`src/rtl/coreaxi4dmacontroller_axi4_lite_pkg.sv`:
```
// Shared types and constants for the DMA AXI4-Lite initiator: one-hot FSM
// encoding, AXI response codes and the fixed data/strobe widths.
package coreaxi4dmacontroller_axi4_lite_pkg;

    localparam int DATA_WIDTH = 32;
    localparam int STRB_WIDTH = 4;

    localparam logic [1:0] RESP_OKAY   = 2'b00;
    localparam logic [1:0] RESP_SLVERR = 2'b10;
    localparam logic [1:0] RESP_DECERR = 2'b11;

    typedef enum logic [4:0] {
        IDLE    = 5'b00001,
        WR_REQ  = 5'b00010,
        WR_RESP = 5'b00100,
        RD_REQ  = 5'b01000,
        RD_RESP = 5'b10000
    } state_t;

endpackage

```
`src/rtl/coreaxi4dmacontroller_mstr_timeout_cnt.sv`:
```
// Watchdog for the AXI4-Lite initiator: counts busy cycles since the last
// command accept and raises a sticky flag. Compiled only with COREAXI4DMA_MSTR_TIMEOUT_EN.
`ifdef COREAXI4DMA_MSTR_TIMEOUT_EN
module coreaxi4dmacontroller_mstr_timeout_cnt #(
    parameter int TIMEOUT_CYCLES = 1024
) (
    input  logic CLOCK,
    input  logic RESETN,
    input  logic clear,
    input  logic busy,
    output logic timeout_err
);

    localparam int CW = $clog2(TIMEOUT_CYCLES + 1);

    logic [CW-1:0] count;

    // Counter saturates at the limit so the flag cannot be lost by wrap-around.
    always_ff @(posedge CLOCK) begin
        if (!RESETN) begin
            count       <= '0;
            timeout_err <= 1'b0;
        end else if (clear) begin
            count       <= '0;
            timeout_err <= 1'b0;
        end else if (busy && (count != CW'(TIMEOUT_CYCLES))) begin
            count <= count + CW'(1);
            if (count == CW'(TIMEOUT_CYCLES - 1)) begin
                timeout_err <= 1'b1;
            end
        end
    end

endmodule
`endif

```
`src/rtl/coreaxi4dmacontroller_axi4_lite_master_ctrl.sv`:
```
// Single-outstanding AXI4-Lite initiator for the DMA's internal command port.
// Optional watchdog enabled by defining COREAXI4DMA_MSTR_TIMEOUT_EN.
module coreaxi4dmacontroller_axi4_lite_master_ctrl
    import coreaxi4dmacontroller_axi4_lite_pkg::*;
#(
    parameter int ADDR_WIDTH     = 11,
    parameter int TIMEOUT_CYCLES = 1024
) (
    input  logic                  CLOCK,
    input  logic                  RESETN,
    input  logic                  cmd_valid,
    output logic                  cmd_ready,
    input  logic                  cmd_write,
    input  logic [ADDR_WIDTH-1:0] cmd_addr,
    input  logic [DATA_WIDTH-1:0] cmd_wdata,
    input  logic [STRB_WIDTH-1:0] cmd_wstrb,
    output logic                  rsp_valid,
    output logic                  rsp_write,
    output logic [1:0]            rsp_resp,
    output logic [DATA_WIDTH-1:0] rsp_rdata,
    output logic                  AWVALID,
    input  logic                  AWREADY,
    output logic [ADDR_WIDTH-1:0] AWADDR,
    output logic                  WVALID,
    input  logic                  WREADY,
    output logic [DATA_WIDTH-1:0] WDATA,
    output logic [STRB_WIDTH-1:0] WSTRB,
    input  logic                  BVALID,
    output logic                  BREADY,
    input  logic [1:0]            BRESP,
    output logic                  ARVALID,
    input  logic                  ARREADY,
    output logic [ADDR_WIDTH-1:0] ARADDR,
    input  logic                  RVALID,
    output logic                  RREADY,
    input  logic [DATA_WIDTH-1:0] RDATA,
    input  logic [1:0]            RRESP,
    output logic                  timeout_err
);

    state_t state, state_nxt;

    logic                  accept;
    logic [ADDR_WIDTH-1:0] addr_aligned;
    logic                  addr_lsb_unused;

    logic                  cmd_ready_nxt, awvalid_nxt, wvalid_nxt, bready_nxt;
    logic                  arvalid_nxt, rready_nxt;
    logic                  rsp_valid_nxt, rsp_write_nxt;
    logic [1:0]            rsp_resp_nxt;
    logic [DATA_WIDTH-1:0] rsp_rdata_nxt, wdata_nxt;
    logic [STRB_WIDTH-1:0] wstrb_nxt;
    logic [ADDR_WIDTH-1:0] awaddr_nxt, araddr_nxt;

    assign accept          = cmd_valid & cmd_ready;
    assign addr_aligned    = {cmd_addr[ADDR_WIDTH-1:2], 2'b00};
    assign addr_lsb_unused = ^cmd_addr[1:0];

    always_ff @(posedge CLOCK) begin
        if (!RESETN) begin
            state <= IDLE;
        end else begin
            state <= state_nxt;
        end
    end

    // A channel counts as done once its VALID has dropped or is handshaking now.
    always_comb begin
        state_nxt = state;
        case (state)
            IDLE:    if (accept) state_nxt = cmd_write ? WR_REQ : RD_REQ;
            WR_REQ:  if ((!AWVALID || AWREADY) && (!WVALID || WREADY)) state_nxt = WR_RESP;
            WR_RESP: if (BVALID && BREADY) state_nxt = IDLE;
            RD_REQ:  if (ARVALID && ARREADY) state_nxt = RD_RESP;
            RD_RESP: if (RVALID && RREADY) state_nxt = IDLE;
            default: state_nxt = IDLE;
        endcase
    end

    always_comb begin
        cmd_ready_nxt = (state_nxt == IDLE);
        bready_nxt    = (state_nxt == WR_RESP);
        rready_nxt    = (state_nxt == RD_RESP);
        awvalid_nxt   = AWVALID;
        wvalid_nxt    = WVALID;
        arvalid_nxt   = ARVALID;
        awaddr_nxt    = AWADDR;
        araddr_nxt    = ARADDR;
        wdata_nxt     = WDATA;
        wstrb_nxt     = WSTRB;
        rsp_valid_nxt = 1'b0;
        rsp_write_nxt = rsp_write;
        rsp_resp_nxt  = rsp_resp;
        rsp_rdata_nxt = rsp_rdata;
        case (state)
            IDLE: begin
                if (accept && cmd_write) begin
                    awvalid_nxt = 1'b1;
                    wvalid_nxt  = 1'b1;
                    awaddr_nxt  = addr_aligned;
                    wdata_nxt   = cmd_wdata;
                    wstrb_nxt   = cmd_wstrb;
                end else if (accept) begin
                    arvalid_nxt = 1'b1;
                    araddr_nxt  = addr_aligned;
                end
            end
            WR_REQ: begin
                if (AWREADY) awvalid_nxt = 1'b0;
                if (WREADY)  wvalid_nxt  = 1'b0;
            end
            WR_RESP: begin
                if (BVALID && BREADY) begin
                    rsp_valid_nxt = 1'b1;
                    rsp_write_nxt = 1'b1;
                    rsp_resp_nxt  = BRESP;
                    rsp_rdata_nxt = '0;
                end
            end
            RD_REQ: begin
                if (ARREADY) arvalid_nxt = 1'b0;
            end
            RD_RESP: begin
                if (RVALID && RREADY) begin
                    rsp_valid_nxt = 1'b1;
                    rsp_write_nxt = 1'b0;
                    rsp_resp_nxt  = RRESP;
                    rsp_rdata_nxt = RDATA;
                end
            end
            default: ;
        endcase
    end

    // Every external output is a flop so the fabric sees glitch-free signals.
    always_ff @(posedge CLOCK) begin
        if (!RESETN) begin
            cmd_ready <= 1'b1;
            AWVALID   <= 1'b0;
            WVALID    <= 1'b0;
            BREADY    <= 1'b0;
            ARVALID   <= 1'b0;
            RREADY    <= 1'b0;
            AWADDR    <= '0;
            ARADDR    <= '0;
            WDATA     <= '0;
            WSTRB     <= '0;
            rsp_valid <= 1'b0;
            rsp_write <= 1'b0;
            rsp_resp  <= RESP_OKAY;
            rsp_rdata <= '0;
        end else begin
            cmd_ready <= cmd_ready_nxt;
            AWVALID   <= awvalid_nxt;
            WVALID    <= wvalid_nxt;
            BREADY    <= bready_nxt;
            ARVALID   <= arvalid_nxt;
            RREADY    <= rready_nxt;
            AWADDR    <= awaddr_nxt;
            ARADDR    <= araddr_nxt;
            WDATA     <= wdata_nxt;
            WSTRB     <= wstrb_nxt;
            rsp_valid <= rsp_valid_nxt;
            rsp_write <= rsp_write_nxt;
            rsp_resp  <= rsp_resp_nxt;
            rsp_rdata <= rsp_rdata_nxt;
        end
    end

`ifdef COREAXI4DMA_MSTR_TIMEOUT_EN
    coreaxi4dmacontroller_mstr_timeout_cnt #(
        .TIMEOUT_CYCLES(TIMEOUT_CYCLES)
    ) u_timeout_cnt (
        .CLOCK      (CLOCK),
        .RESETN     (RESETN),
        .clear      (accept),
        .busy       (state != IDLE),
        .timeout_err(timeout_err)
    );
`else
    logic timeout_cfg_unused;
    assign timeout_cfg_unused = (TIMEOUT_CYCLES != 0);
    assign timeout_err        = 1'b0;
`endif

endmodule

```
`config.mk`:
```
export PLATFORM = sky130hd
export DESIGN_NAME = coreaxi4dmacontroller_axi4_lite_master_ctrl
export DESIGN_NICKNAME = d
export VERILOG_FILES = /design/src/rtl/coreaxi4dmacontroller_axi4_lite_pkg.sv /design/src/rtl/coreaxi4dmacontroller_mstr_timeout_cnt.sv /design/src/rtl/coreaxi4dmacontroller_axi4_lite_master_ctrl.sv
export SDC_FILE = /design/constraint.sdc
export NUM_CORES = 1
export LEC_CHECK = 0
export BUFFER_PORTS_ARGS = -buffer_cell sky130_fd_sc_hd__buf_2
export CAP_MARGIN = 20
export CORE_MARGIN = 4
export CORE_UTILIZATION = 35
export CTS_BUF_LIST = sky130_fd_sc_hd__clkbuf_4 sky130_fd_sc_hd__clkbuf_8
export DETAILED_ROUTE_END_ITERATION = 10
export GPL_TIMING_DRIVEN = 0
export SLEW_MARGIN = 20
export SYNTH_ARGS = -nofsm -noshare
export SYNTH_HDL_FRONTEND = slang
export SYNTH_SLANG_ARGS = --single-unit
```
`constraint.sdc`:
```
create_clock -name CLOCK -period 3.3 [get_ports CLOCK]
set_input_delay 0.33 -clock CLOCK [delete_from_list [all_inputs] [get_ports CLOCK]]
set_output_delay 0.33 -clock CLOCK [all_outputs]
set_load 0.05 [all_outputs]
```
Yosys cells after proc, flatten, opt, wreduce, memory -nomap -nowiden
Cells that the tools add are included.
{ "word_totals": {"ff_bits": 101, "inputBits": 92, "output_inout_bits": 101, "wordCells": 79} }
{ "op_classes": {"n_eq_ne": 16, "n_mux": 28, "n_bitwise": 2, "n_reduce_logical": 18} }
{ "ops": {"columns": ["operator", "n"], "rows": [
  ["32-bit 2-to-1 mux", 2],
  ["32-bit one-hot mux with 2 select lines", 1],
  ["5-bit 2-to-1 mux", 5],
  ["5-bit one-hot mux with 5 select lines", 1],
  ["2-bit inequality test, second input constant", 8],
  ["3-bit AND reduction", 4],
  ["5-bit by 1-bit equality test with 1-bit output, second input constant", 2],
  ["5-bit by 3-bit equality test with 1-bit output, second input constant", 2],
  ["5-bit equality test, second input constant", 2],
  ["1-bit 2-to-1 mux", 10],
  ["1-bit one-hot mux with 2 select lines", 5],
  ["2-bit nonzero test", 3],
  ["5-bit by 2-bit equality test with 1-bit output, second input constant", 1],
  ["5-bit by 4-bit equality test with 1-bit output, second input constant", 1],
  ["1-bit logical AND", 5],
  ["2-bit 2-to-1 mux", 2],
  ["4-bit 2-to-1 mux", 1],
  ["2-bit one-hot mux with 2 select lines", 1],
  ["4-bit AND reduction", 1],
  ["1-bit logical NOT", 2],
  ["1-bit logical OR", 2],
  ["2-bit AND reduction", 1],
  ["1-bit bitwise AND", 1],
  ["1-bit NOT", 1]
]} }

Depth between registers and ports, before layout
{ "depth": {"depth_word": 6, "depth_mapped": 7, "depth_no_buf": 4} }

Worst setup path before layout
No wires, ideal clock.
{ "synth_timing": {"kind": "reg2reg", "startpoint": "register RREADY", "endpoint": "register rsp_resp[0]", "arrival_ns": 1.738, "setup_slack_ns": 1.443, "path_stages_with_launch": 6, "path_buffers": 1, "path_cell_list": "dfxtp_1 and2_1 clkbuf_1 nand4_1 a22o_1 o221a_2"} }
{ "synth_via": {"elab_chain_cells": 3} }
{ "synth_rtl": {"columns": ["item", "line_no", "text"], "rows": [
  ["from (decl)", "coreaxi4dmacontroller_axi4_lite_master_ctrl.sv:35", "output logic RREADY,"],
  ["from (signal assigned)", "coreaxi4dmacontroller_axi4_lite_master_ctrl.sv:158", "RREADY <= rready_nxt;"],
  ["1-bit logical AND", "coreaxi4dmacontroller_axi4_lite_master_ctrl.sv:124", "if (RVALID && RREADY) begin"],
  ["2-bit inequality test (no line)", null, null],
  ["3-bit AND reduction (no line)", null, null],
  ["to (signal assigned)", "coreaxi4dmacontroller_axi4_lite_master_ctrl.sv:165", "rsp_resp <= rsp_resp_nxt;"],
  ["to (decl)", "coreaxi4dmacontroller_axi4_lite_master_ctrl.sv:19", "output logic [1:0] rsp_resp,"]
]} }
No other way between the ends.
A chain may end at the register's enable or synchronous reset.

Worst setup path after layout
{ "layout_timing": {"startpoint": "register state[4]", "endpoint": "register rsp_rdata[13]"} }
{ "layout_via": {"elab_chain_cells": 3, "word_cells_on_any_way": 7, "classes_between": "eq/ne (4); mux (1); reduce/logical (2)"} }
{ "layout_rtl": {"columns": ["item", "line_no", "text"], "rows": [
  ["from (decl)", "coreaxi4dmacontroller_axi4_lite_master_ctrl.sv:41", "state_t state, state_nxt;"],
  ["from (signal assigned)", "coreaxi4dmacontroller_axi4_lite_master_ctrl.sv:63", "state <= state_nxt;"],
  ["5-bit equality test or 5-bit by 3-bit equality test with 1-bit output (tied branches)", "coreaxi4dmacontroller_axi4_lite_master_ctrl.sv:95", "case (state)"],
  ["2-bit inequality test (no line) or 2-bit nonzero test (tied branches)", null, null],
  ["3-bit AND reduction (no line)", null, null],
  ["to (signal assigned)", "coreaxi4dmacontroller_axi4_lite_master_ctrl.sv:166", "rsp_rdata <= rsp_rdata_nxt;"],
  ["to (decl)", "coreaxi4dmacontroller_axi4_lite_master_ctrl.sv:20", "output logic [DATA_WIDTH-1:0] rsp_rdata,"]
]} }
Parallel ways exist; a longest one is shown, timed or not.

==> metrics.md <==
| Metric | Value |
|---|---|
| Status | complete, no violations |
| Ranking of synthesized cells by area | dfxtp_1, a21boi_0, nand2_1 |
| Clock Sinks | slightly above 100 |
| Buffers on Ports | between 150 and 200 |
| Clk pwr share | 29.0% |
| Initial antenna violation count | 1 |
| Min Tclk post-route | 2.00 ns |
| Hpwl dp | 9190 um |
| Starting Density | a little over a third |
| Residual DRC count | 0 |
| Ys flop type | dfxtp_1 |
| Reg2Reg Launch Point | state[4] |
| Largest net degree at the start of global routing | 16 |
| GR Layer Usage met3 | under 10% |
| Most common cell after layout, fill and taps aside | buf_2 |
| Unrepaired setup endpoints after global routing | false |
| Crit path launch | state[4] |
| Clock slew at reported path FFs | roughly 0.09 ns |
| Worst-Skew Late Latency | around 0.36 ns |
| Vias | just under 4000 |
| Row count | 39 |
| Final Cycle Share | just over 60% |
| Core area | around 0.012 mm^2 |
| 1st-iter DRT viols | 200 |
| Clk buf depth | 2 |
| Total Routing Usage GR | 17.2% |
| CP Max Fanout | 10 |
| Synth top area share | between 40% and 50% |
| Critical path class | reg -> reg |
| R2r setup slk | 1.30 ns |
| Endpoints failing setup | 0 |
| Reg2reg path depth | 6 |
| Synth Cell Area | between 0.004 and 0.005 mm^2 |
| CP Capture Type | flop |
| Setup TNS | 0 ns |
| Ratio of cells with drive above 1 in the final layout | between 30% and 40% |
| RePlAce Congestion | about 0.78 |
| CTS tree | built |
| Met2 Use GR | about 29% |
| Die height | around 120 um |
| Post-synth EDFFs | 0 |
| Pre-CTS setup slack | 1.28 ns |
| Root Buffer | clkbuf_8 |
| Top Usage Layer GRT | met2 |
| Grt ovf | 0 |
| Fmax | roughly 500 MHz |
| Library cells used by synthesis | 36 |
| Slew Viols, Final | 0 |
| Area leader, netlist | dfxtp_1 |
| Area growth syn-to-layout | 31.8% |
| Sw Ratio | 32.3% |
| # diodes | 0 |
| Die area | 0.0136 mm^2 |
| Psw | a little under 0.9 mW |
| YS warnings | 0 |
| Crit Reg-Reg Endpoint | rsp_rdata[13] |
| CP endpoint | rsp_rdata[13] |
| Post-CTS Resized | 0 |
| IO Count | around 190 |
| Yosys reg bits | between 100 and 150 |
| Avg Inst Size Synth | approximately 9 um^2 |
| Met1 GRT Util | 20.8% |
| Sequential-to-total area share from yosys stat | between 40% and 50% |
| H-tree Lvls | 3 |
| DRT Pass-1 Iters | 4 |
| Total power | 2.77 mW |
| ANT nets after route | 0 |
| Commonest cells after routing, fill and taps aside | buf_2, dfxtp_1, nand2_1 |
| Setup slack after layout | around 1.3 ns |
| CP arrival | around 2.3 ns |
| DRT Wirelength | roughly 12000 um |
| Vias in the first global route | approximately 3800 |
| Startpoint Class | flop |
| Max Cap Viol | 0 |
| Die width | between 100 and 150 um |
| Synth Instances | around 460 |
| Power Density | approximately 500 mW/mm^2 |
| FFs w/ async S/R, synth | 0% |
| HP Start | cmd_wdata[10] |
| Hold Path Class | in -> reg |
| LEAKAGE | 2.41 nW |
| Post-CTS setup buffers | 0 |
| Comb power frac | between 20% and 30% |
| Peak supply drop | ~0.24 mV |
| Layout Skew | between 0.006 and 0.007 ns |
| WP data required | around 3.6 ns |
| Hold-fix buffer count after cts | 0 |
| Sequential Power Share | a little under half |
| WL per Instance | about 15 um |
| Pint | between 1.5 and 2 mW |
| Vias per cell | between 4 and 5 |
| Cts bufs inserted | 9 |
| Final net count | 750 |
| Endpoints failing hold | 0 |
| First-pass GRT wire length | ~18000 um |
## flip-flops by register name, indices dropped and copies added, names as in the netlist, 2 cells and up
name       count
rsp_resp       2
ARADDR         9
state          5
WSTRB          4
rsp_rdata     32
WDATA         32
AWADDR         9
## synthesized netlist by cell type, types with 3 or more instances
master      n
nor2_1      3
nand2_1    96
buf_4       5
a21boi_1   11
inv_1       4
and2_1      8
buf_2      10
nand4_1     3
nor2b_1    14
mux2i_1    10
nand3_1    34
dfxtp_1   101
clkbuf_1   29
o221a_2     3
o211ai_1   32
a21boi_0   68
o21a_1      3
## worst min path at each step
stage | endpoint | slack, ns | cells past startpoint
after floorplan | AWADDR[10] | 0.47 | 2
after global placement | AWADDR[7] | 0.43 | 2
after detailed placement | AWADDR[9] | 0.44 | 2
after CTS | WDATA[16] | 0.19 | 3
after global routing | WDATA[16] | 0.18 | 3
final | WDATA[10] | 0.21 | 3
## worst max-delay path: stages, from the launching register on
cell and delay [ns]:
dfxtp_1 0.30, buf_2 0.16, nor3_1 0.35, nand4_1 0.47, clkbuf_1 0.37, nand3_1 0.15, a21boi_0 0.08
## final cells by class
class	instances	area, um^2
Buffer	47	223
Clock buffer	12	153
Clock inverter	4	47.5
Fill cell	1176	6060
Inverter	4	15.0
Multi-Input combinational cell	311	1890
Sequential cell	101	2020
Tap cell	143	179
Timing Repair Buffer	184	921
## layer usage
layer / vias to the layer above / routed length [um]
li1: 1977 / -
met1: 1804 / 5190
met2: 126 / 5660
met3: 18 / 986
met4: 2 / 193
met5: - / 12
## metrics by stage
stage	std cells	utilization (%)	area [um^2]	hold WS, ns
6_report	806	47.3	5450	0.211
5_1_grt	806	47.3	5450	0.181
4_1_cts	806	47.3	5450	0.187
3_5_place_dp	790	45.6	5250	0.445
3_3_place_gp	790	45.6	5250	0.435
2_1_floorplan	463	-	4150	0.469
## power groups by stage
stage	logic [mW]	clock network (mW)	registers [mW]
floorplan	0.235	0	1.58
global placement	0.637	0	1.35
detailed placement	0.646	0	1.35
CTS	0.647	0.838	1.33
global route	0.690	0.889	1.34
finish	0.638	0.802	1.33
## cells by family (layout without fill, tap and decap cells)
group,Yosys count,count (layout),synth area share (%)
buffers and inverters,51,251,5.75
AND/OR/NAND/NOR,166,166,19.0
multiplexers,10,10,2.42
AO/OA/AOI/OAI,130,130,23.9
flip-flops,101,101,48.9
other,1,5,0.0907
Note: power is estimated with default switching activity, not from simulation.
